`config.mk`:
```
export PLATFORM = sky130hd
export DESIGN_NAME = uart_tx_buffered
export DESIGN_NICKNAME = d
export VERILOG_FILES = /design/src/rtl/uart_tx_buffered.sv
export SDC_FILE = /design/constraint.sdc
export NUM_CORES = 1
export LEC_CHECK = 0
export CORE_UTILIZATION = 63
export CTS_CLUSTER_SIZE = 40
export DETAILED_ROUTE_END_ITERATION = 10
export PLACE_DENSITY = 0.84
export RECOVER_POWER = 25
export SETUP_SLACK_MARGIN = 0.05
export SYNTH_ARGS = -nofsm -noshare
export SYNTH_HDL_FRONTEND = slang
export SYNTH_SLANG_ARGS = --single-unit
```
`constraint.sdc`:
```
create_clock -name CLK -period 5.3 [get_ports CLK]
set_input_delay 1.325 -clock CLK [delete_from_list [all_inputs] [get_ports CLK]]
set_output_delay 1.325 -clock CLK [all_outputs]
set_load 0.02 [all_outputs]
```
`src/rtl/uart_tx_buffered.sv`:
```
// Buffered UART transmitter. Words queue in a circular FIFO and are serialised as
// start / data (LSB first) / optional parity / 1-2 stop bits; queued frames chain back-to-back.
module uart_tx_buffered #(
  parameter int DATA_BITS  = 8,
  parameter int FIFO_DEPTH = 8,
  parameter int BAUD_DIV_W = 16
) (
  input  logic                        CLK,
  input  logic                        reset,
  input  logic [BAUD_DIV_W-1:0]       baud_div,
  input  logic                        parity_en,
  input  logic                        parity_odd,
  input  logic                        two_stop,
  input  logic                        wr_en,
  input  logic [DATA_BITS-1:0]        wr_data,
  input  logic                        ovf_clr,
  output logic                        Tx,
  output logic                        tx_busy,
  output logic                        done,
  output logic                        full,
  output logic                        empty,
  output logic [$clog2(FIFO_DEPTH):0] fifo_count,
  output logic                        overflow
);

  localparam int PTR_W = $clog2(FIFO_DEPTH);
  localparam int CNT_W = PTR_W + 1;
  localparam int BIT_W = $clog2(DATA_BITS);

  typedef enum logic [2:0] {
    S_IDLE,
    S_START,
    S_DATA,
    S_PARITY,
    S_STOP
  } state_e;

  // ---------------------------------------------------------------------------
  // FIFO
  // ---------------------------------------------------------------------------
  logic [DATA_BITS-1:0] mem_q [FIFO_DEPTH];
  logic [PTR_W-1:0]     wr_ptr_q, rd_ptr_q;
  logic [CNT_W-1:0]     count_q;
  logic                 ovf_q;
  logic                 fifo_full, fifo_empty;
  logic                 push, pop, ovf_set;
  logic [DATA_BITS-1:0] head;

  assign fifo_full  = (count_q == CNT_W'(FIFO_DEPTH));
  assign fifo_empty = (count_q == '0);
  assign head       = mem_q[rd_ptr_q];
  // A pop in the same cycle frees a slot, so a write to a full FIFO still lands.
  assign push       = wr_en && (!fifo_full || pop);
  assign ovf_set    = wr_en && fifo_full && !pop;

  // NOTE: the storage array has no reset; only pointers and count define validity,
  // which keeps it mappable onto plain RAM or reset-less flops.
  always_ff @(posedge CLK) begin
    if (push) begin
      mem_q[wr_ptr_q] <= wr_data;
    end
  end

  // NOTE: every clocked process uses non-blocking assignments so all registers
  // sample the same pre-edge values regardless of process evaluation order.
  always_ff @(posedge CLK or negedge reset) begin
    if (!reset) begin
      wr_ptr_q <= '0;
      rd_ptr_q <= '0;
      count_q  <= '0;
      ovf_q    <= 1'b0;
    end else begin
      if (push) wr_ptr_q <= wr_ptr_q + PTR_W'(1);
      if (pop)  rd_ptr_q <= rd_ptr_q + PTR_W'(1);
      case ({push, pop})
        2'b10:   count_q <= count_q + CNT_W'(1);
        2'b01:   count_q <= count_q - CNT_W'(1);
        default: count_q <= count_q;
      endcase
      if (ovf_set)      ovf_q <= 1'b1;
      else if (ovf_clr) ovf_q <= 1'b0;
    end
  end

  // ---------------------------------------------------------------------------
  // Frame FSM
  // ---------------------------------------------------------------------------
  state_e                state_q, state_d;
  logic [BAUD_DIV_W-1:0] cnt_q, cnt_d;
  logic [BIT_W-1:0]      bit_q, bit_d;
  logic [DATA_BITS-1:0]  shift_q, shift_d;
  logic [BAUD_DIV_W-1:0] div_q, div_d;
  logic                  par_en_q, par_en_d;
  logic                  par_bit_q, par_bit_d;
  logic                  two_stop_q, two_stop_d;
  logic                  tx_q, tx_d;
  logic                  done_q, done_d;
  logic                  bit_end;

  assign bit_end = (cnt_q == '0);

  // NOTE: every signal driven here gets a default first, so no path leaves one
  // unassigned and no latch is inferred.
  always_comb begin
    state_d    = state_q;
    cnt_d      = cnt_q;
    bit_d      = bit_q;
    shift_d    = shift_q;
    div_d      = div_q;
    par_en_d   = par_en_q;
    par_bit_d  = par_bit_q;
    two_stop_d = two_stop_q;
    done_d     = 1'b0;
    pop        = 1'b0;

    case (state_q)
      S_IDLE: begin
        pop = !fifo_empty;
      end
      S_START: begin
        if (bit_end) begin
          state_d = S_DATA;
          cnt_d   = div_q;
          bit_d   = '0;
        end else begin
          cnt_d = cnt_q - BAUD_DIV_W'(1);
        end
      end
      S_DATA: begin
        if (bit_end) begin
          cnt_d   = div_q;
          shift_d = shift_q >> 1;
          if (bit_q == BIT_W'(DATA_BITS - 1)) begin
            bit_d   = '0;
            state_d = par_en_q ? S_PARITY : S_STOP;
          end else begin
            bit_d = bit_q + BIT_W'(1);
          end
        end else begin
          cnt_d = cnt_q - BAUD_DIV_W'(1);
        end
      end
      S_PARITY: begin
        if (bit_end) begin
          cnt_d   = div_q;
          bit_d   = '0;
          state_d = S_STOP;
        end else begin
          cnt_d = cnt_q - BAUD_DIV_W'(1);
        end
      end
      S_STOP: begin
        if (bit_end) begin
          if (two_stop_q && bit_q == '0) begin
            bit_d = BIT_W'(1);
            cnt_d = div_q;
          end else begin
            done_d  = 1'b1;
            pop     = !fifo_empty;
            state_d = S_IDLE;
          end
        end else begin
          cnt_d = cnt_q - BAUD_DIV_W'(1);
        end
      end
      default: state_d = S_IDLE;
    endcase

    // Configuration is captured only here, so mid-frame input changes affect the next frame.
    if (pop) begin
      state_d    = S_START;
      cnt_d      = baud_div;
      bit_d      = '0;
      shift_d    = head;
      div_d      = baud_div;
      par_en_d   = parity_en;
      par_bit_d  = (^head) ^ parity_odd;
      two_stop_d = two_stop;
    end
  end

  // Line level for the state being entered, so Tx is a pure register output.
  always_comb begin
    tx_d = 1'b1;
    case (state_d)
      S_START:  tx_d = 1'b0;
      S_DATA:   tx_d = shift_d[0];
      S_PARITY: tx_d = par_bit_q;
      default:  tx_d = 1'b1;
    endcase
  end

  always_ff @(posedge CLK or negedge reset) begin
    if (!reset) begin
      state_q    <= S_IDLE;
      cnt_q      <= '0;
      bit_q      <= '0;
      shift_q    <= '0;
      div_q      <= '0;
      par_en_q   <= 1'b0;
      par_bit_q  <= 1'b0;
      two_stop_q <= 1'b0;
      tx_q       <= 1'b1;
      done_q     <= 1'b0;
    end else begin
      state_q    <= state_d;
      cnt_q      <= cnt_d;
      bit_q      <= bit_d;
      shift_q    <= shift_d;
      div_q      <= div_d;
      par_en_q   <= par_en_d;
      par_bit_q  <= par_bit_d;
      two_stop_q <= two_stop_d;
      tx_q       <= tx_d;
      done_q     <= done_d;
    end
  end

  assign Tx         = tx_q;
  assign done       = done_q;
  assign full       = fifo_full;
  assign empty      = fifo_empty;
  assign fifo_count = count_q;
  assign overflow   = ovf_q;
  assign tx_busy    = (state_q != S_IDLE) || !fifo_empty;

endmodule

```
==> results.sh, run 1 <==
export IMPL_clock_path_buffers=2
export IMPL_cp_slowest_stage_delay_ns=0.88
export IMPL_p_switching_w=0.000921
export IMPL_tritoncts="done"
export IMPL_drv_slew=0
export IMPL_pwr_share_clk=0.361
export IMPL_setup_viol=0
export IMPL_die_area_sq_mm=0.00987
export IMPL_wl_per_cell_um=20.5
export IMPL_worstMarginPinSlew_ns=1.29
export IMPL_clkLatencyLatePin_ns=0.53
export IMPL_avgSynthCellArea_sq_um=12.8
export IMPL_fin_crit_ns=3.73
export IMPL_fmax_mhz=268
export IMPL_cts_sinks=126
export IMPL_rsz0062_at_grt="no"
export IMPL_cts_setup_buffers=0
export IMPL_synth_commonest_cells="nand2_1 (70), edfxtp_1 (64), dfrtp_1 (61)"
export IMPL_p_leak_nw=2.68
export IMPL_drv_cap=0
export IMPL_r2r_setup_slack_ns=1.57
export IMPL_drt_initial_drc_count=236
export IMPL_postCtsHoldBufs=0
export IMPL_netlist_area_sq_mm=0.00597
export IMPL_finalWeightedCongestion=0.864
export IMPL_synth_area_leaders="edfxtp_1 (32%), dfrtp_1 (26%), mux4_2 (4.9%), nand2_1 (4.4%), nor2_1 (2.3%)"
export IMPL_setup_tns_final_ns=0
export IMPL_diodes=0
export IMPL_grt_pass1_vias=4128
export IMPL_fin_crit_sh=0.704
export IMPL_timing_rr_end="mem_q[5][3]"
export IMPL_worst_setup_path_end_kind="flop"
export IMPL_overflow=0
export IMPL_r2r_start="cnt_q[0]"
export IMPL_hold_violations=0
export IMPL_critPathSlowestCell="nor3_1"
export IMPL_first_pass_iters=7
export IMPL_seq_area_frac_synth=0.582
export IMPL_pwr_share_comb=0.206
export IMPL_syn_inst=468
export IMPL_critical_path_top_delay_family="simple AND/OR/NAND/NOR gates"
export IMPL_numPortBuffers=40
export IMPL_die_w_um=99.4
export IMPL_syn_nets=508
export IMPL_io_pin_count=41
export IMPL_filler_cell_count=565
export IMPL_grt_pass1_wl_um=20900
export IMPL_path_depth=8
export IMPL_routed_via_density=6.26
export IMPL_drc=0
export IMPL_cts_root_buf="clkbuf_8"
export IMPL_antenna_found_initial=0
export IMPL_cts_resized=0
export IMPL_synth_most_common_cell="nand2_1"
export IMPL_skew_ns=0.00708
export IMPL_clk_pin_slew_ns=0.06
export IMPL_rr_worst_depth=8
export IMPL_synth_top_area_frac=0.322
export IMPL_arrival_ns=3.87
export IMPL_drt_antenna_violating_nets=0
export IMPL_via_count=3952
export IMPL_synth_ff_type="edfxtp_1"
export IMPL_crit_start="cnt_q[0]"
export IMPL_power_density_mw_per_mm2=455
export IMPL_cts_max_level=4
export IMPL_grt_usage=0.289
export IMPL_synth_seq_cells=126
export IMPL_rows=35
export IMPL_slew_headroom=0.142
export IMPL_grt_max_degree=44
export IMPL_seq_area_sq_mm=0.00347
export IMPL_crit_end="mem_q[5][3]"
export IMPL_finalPower_w=0.00316
export IMPL_startpoint_type="flop"
export IMPL_p_seq_frac=0.433
export IMPL_wl_um=12900
export IMPL_status="complete, no violations"
export IMPL_initial_core_util=0.650
export IMPL_worstPathRequired_ns=5.44
export IMPL_hp_class="reg2reg"
export IMPL_final_layout_size_suffix_gt1_frac=0.131
export IMPL_swShare=0.291
export IMPL_crit_type="reg2reg"
export IMPL_die_h_um=99.4
export IMPL_core_area_sq_mm=0.00920
export IMPL_p_int_w=0.00224
export IMPL_worstPathCellList="inv_1, ha_1, nor3b_2, nand3_1, o31a_1, o21ai_1, nand2_1, nor3_1"
export IMPL_nets=548
export IMPL_synth_top_area_cell="edfxtp_1"
export IMPL_cp_num_buf_inv=1
export IMPL_hpwl_um=8230
export IMPL_synth_cell_types=69
export IMPL_multiInputGateArea_sq_mm=0.00229
export IMPL_yosys_warnings=0
export IMPL_vdd_drop_max_mv=0.430
export IMPL_syn_to_final_growth_pct=16.5
export IMPL_cp_max_fo=11
export IMPL_synth_edf_count=64
export IMPL_async_flop_share=0.492
export IMPL_cts_made_buffers=17
==> how the worst min path moves through the flow <==
stage,startpoint,cells after the start,slack (ns),endpoint
global route,div_q[2],2,0.51,div_q[2]
detailed placement,div_q[10],2,0.46,div_q[10]
floorplan,div_q[2],2,0.44,div_q[2]
CTS,div_q[2],2,0.49,div_q[2]
finish,div_q[2],2,0.48,div_q[2]
global placement,div_q[6],2,0.46,div_q[6]
==> power groups by stage <==
stage	Clock [W]	Sequential [W]	Combinational, W
after global placement	0	0.00137	0.000611
after global routing	0.00119	0.00139	0.000706
after CTS	0.00115	0.00137	0.000654
final	0.00114	0.00137	0.000650
after detailed placement	0	0.00138	0.000640
after floorplan	0	0.00133	0.000487
==> stage by stage <==
stage	cell area, sq um	hold slack (ns)	setup WS (ns)	util	std cells
after floorplan	5970	0.441	2.53	-	468
after global placement	6370	0.459	1.71	0.693	600
after CTS	6950	0.487	1.31	0.756	631
after global routing	6960	0.509	1.29	0.757	631
after detailed placement	6370	0.464	1.47	0.693	600
final	6960	0.483	1.57	0.757	631
==> cells by family after synthesis <==
| logic type | share of synthesized area |
|---|---|
| muxes | 0.0922 |
| buffers and inverters | 0.0360 |
| xor gates and xnor gates | 0.0339 |
| and+or+nand+nor | 0.137 |
| AOI/OAI and AO/OA | 0.0991 |
| adders and majority gates | 0.0201 |
| DFF | 0.582 |
==> cell type report <==
type	count	share of cell area
Clock buffer	17	0.0595
Clock inverter	14	0.0243
Inverter	17	0.00917
Multi-Input combinational cell	304	0.329
Sequential cell	126	0.499
Tap cell	111	0.0200
Timing Repair Buffer	42	0.0588
==> layer usage <==
layer  GRT usage  share of wire
met1       0.341           0.39
met2       0.495           0.52
met3      0.0731          0.066
met4       0.141          0.030
met5           0              0
==> registers in the layout, summed over array words and instances (netlist names), 3 cells and up <==
signal / cells
mem_q: 64
bit_q: 3
state_q: 3
cnt_q: 16
div_q: 16
shift_q: 8
rd_ptr_q: 3
fifo_count: 4
wr_ptr_q: 3
==> tightest hold or removal path: stages, from the launching register on <==
cell	delay, ns
dfrtp_1	0.35
nand2_1	0.05
nand2_1	0.05
==> cells in the final DEF, fill, tap and decap left out, types with 7 or more instances in the layout <==
cell and count:
o211ai_1 9, o21ai_1 7, a21oi_1 10, nand2_1 70, inv_1 16, a31oi_1 7, o21ai_0 8, xnor2_1 12
nand3_1 13, mux4_2 13, ha_1 8, clkdlybuf4s50_1 33, nor2_1 36, clkbuf_16 16, mux2i_1 10, dfrtp_1 61
o21a_1 7, edfxtp_1 64, nor4_1 7
Power figures use the tool's default switching activity.
==> inputs of run 2 (changes only) <==
- CORE_UTILIZATION: 63 -> 53
- PLACE_DENSITY: 0.84 -> 0.76
- clock period: 5.3 -> 3 ns (I/O delays scaled with it)
==> run 2 against run 1 <==
  * The flow now finishes with violations (capacitance limit, slew limit)
  * Non-clock buffer count up 27
  * Cell count up 9.0%
  * Wire length down 4.3%
  * Sequential power up 75%
  * Clock power up 66%
  * Die area up 18%
  * Setup slack worse by 1.4 ns
  * Critical path type is now reg2out
  * Critical endpoint is now full
==> results.sh, run 2 (synthesis gave the netlist of run 1 again) <==
export IMPL_status="complete, but fails checks"
export IMPL_violations="capacitance limit, slew limit"
export IMPL_hp_class="reg2reg"
export IMPL_routed_via_density=5.82
export IMPL_largest_reg_flops=64
export IMPL_multiInputGateArea_sq_mm=0.00230
export IMPL_final_common_cell="nand2_1"
export IMPL_finalWeightedCongestion=0.814
export IMPL_worst_setup_path_end_kind="output pin"
export IMPL_finalPower_w=0.00553
export IMPL_final_cell_mix="nand2_1 (70), edfxtp_1 (64), dfrtp_1 (61), nor2_1 (36), clkdlybuf4s50_1 (36)"
export IMPL_setup_viol=0
export IMPL_clkLatencyLatePin_ns=0.53
export IMPL_overflow=0
export IMPL_hold_violations=0
export IMPL_die_h_um=108
export IMPL_first_pass_iters=5
export IMPL_crit_type="reg2out"
export IMPL_cts_root_buf="clkbuf_8"
export IMPL_startpoint_type="flop"
export IMPL_drv_slew=31
export IMPL_regMostFlops="mem_q"
export IMPL_nets=575
export IMPL_io_pin_count=41
export IMPL_p_leak_nw=2.80
export IMPL_power_density_mw_per_mm2=771
export IMPL_fin_crit_sh=0.945
export IMPL_initial_core_util=0.549
export IMPL_fin_ws_ns=0.164
export IMPL_worstMarginPinSlew_ns=1.66
export IMPL_reg_top3="mem_q: 64 flops, cnt_q: 16 flops, div_q: 16 flops"
export IMPL_final_cell_count_no_fill=688
export IMPL_fin_crit_ns=2.84
export IMPL_skew_ns=0.00420
export IMPL_cp_max_fo=5
export IMPL_clk_pin_slew_ns=0.06
export IMPL_cp_num_buf_inv=1
export IMPL_die_w_um=108
export IMPL_seq_area_sq_mm=0.00347
export IMPL_filler_cell_count=803
export IMPL_rsz0062_at_grt="no"
export IMPL_wl_per_cell_um=18.0
export IMPL_drt_antenna_violating_nets=0
export IMPL_cts_max_level=4
export IMPL_wl_um=12400
export IMPL_arrival_ns=2.09
export IMPL_fmax_mhz=353
export IMPL_postCtsHoldBufs=0
export IMPL_cts_sinks=126
export IMPL_die_area_sq_mm=0.0117
export IMPL_drt_initial_drc_count=310
export IMPL_vdd_drop_max_mv=0.527
export IMPL_syn_to_final_growth_pct=20.1
export IMPL_dp_cells=655
export IMPL_grt_pass1_vias=3984
export IMPL_drc=0
export IMPL_final_layout_size_suffix_gt1_frac=0.179
export IMPL_tritoncts="done"
export IMPL_via_count=4005
export IMPL_grt_max_degree=35
export IMPL_slew_headroom=-0.105
export IMPL_rows=38
export IMPL_core_area_sq_mm=0.0109
export IMPL_clock_path_buffers=2
export IMPL_worstPathCellList="nor4b_2, clkdlybuf4s50_1"
export IMPL_hpwl_um=8430
export IMPL_critPathSlowestCell="clkdlybuf4s50_1"
export IMPL_drv_cap=1
export IMPL_setup_tns_final_ns=0
export IMPL_numPortBuffers=40
export IMPL_pre_cts_slack_ns=0.211
export IMPL_diodes=0
export IMPL_cts_made_buffers=17
export IMPL_worstPathRequired_ns=2.25
export IMPL_antenna_found_initial=0
export IMPL_cp_slowest_stage_delay_ns=0.68
export IMPL_grt_usage=0.237
export IMPL_grt_pass1_wl_um=20200
export IMPL_critical_path_top_delay_family="buffers and inverters"
==> run 2: changes by cell type in the layout (fill, tap and decap cells not counted), sizes merged <==
| cell | previous run | this run |
|---|---|---|
| clkbuf | 18 | 19 |
| dlygate4sd2 | 0 | 2 |
| clkinvlp | 4 | 5 |
| bufinv | 3 | 1 |
| buf | 2 | 28 |
| inv | 19 | 21 |
| clkdlybuf4s50 | 33 | 36 |
| dlygate4sd3 | 6 | 1 |
==> run 2: layout make-up <==
| type | instances | share of cell area |
|---|---|---|
| Inverter | 17 | 0.00890 |
| Clock buffer | 17 | 0.0577 |
| Timing Repair Buffer | 69 | 0.0846 |
| Clock inverter | 15 | 0.0192 |
| Sequential cell | 126 | 0.484 |
| Tap cell | 140 | 0.0244 |
| Multi-Input combinational cell | 304 | 0.321 |
==> run 2: per-stage QoR <==
stage          area, sq um  utilization  hold slack, ns
6_report              7170        0.659           0.479
5_1_grt               7170        0.659           0.502
4_1_cts               7170        0.659           0.274
3_5_place_dp          6620        0.608           0.463
3_3_place_gp          6620        0.608           0.460
2_1_floorplan         5970            -           0.441
==> run 2: path summary, 6_finish.rpt <==
path | depth (start not counted) | slack [ns] | from | to
worst max-delay path | 2 | 0.16 | fifo_count[1] | full
worst min-delay path | 2 | 0.48 | div_q[8] | div_q[8]
worst max register to register | 9 | 0.21 | cnt_q[0] | mem_q[5][4]
worst min register to register | 2 | 0.48 | div_q[8] | div_q[8]
max in group asynchronous | 2 | 0.80 | reset | div_q[3]
min in group asynchronous | 1 | 0.63 | reset | par_en_q
==> run 2: routing by layer <==
layer / part of all wire / track usage / vias to the layer above / wire length, um
li1: - / - / 1873 / -
met1: 0.41 / 0.287 / 2003 / 5080
met2: 0.52 / 0.399 / 113 / 6490
met3: 0.049 / 0.0633 / 16 / 605
met4: 0.017 / 0.103 / 0 / 214
met5: 0 / 0 / - / 0
==> run 2: power by group <==
part,internal (W),switching (W)
Sequential,0.00212,0.000278
Combinational,0.000641,0.000595
Clock,0.00111,0.000789
==> run 2: repair_timing <==
item / 4_1_cts / 5_1_grt
setup endpoints to repair: 3 / 9
pin swaps: 0 / 1
buffers inserted: 0 / 1
gates resized for setup: 4 / 1
==> run 2: worst register-to-register path: cells and delay by family (launching register included) <==
kind / cells / cell delay, ns
adder cells (fa/ha/maj): 1 / 0.20
flip-flops: 1 / 0.44
buffers and inverters: 2 / 0.31
AND/OR/NAND/NOR: 4 / 0.79
AO/OA/AOI/OAI: 2 / 0.76
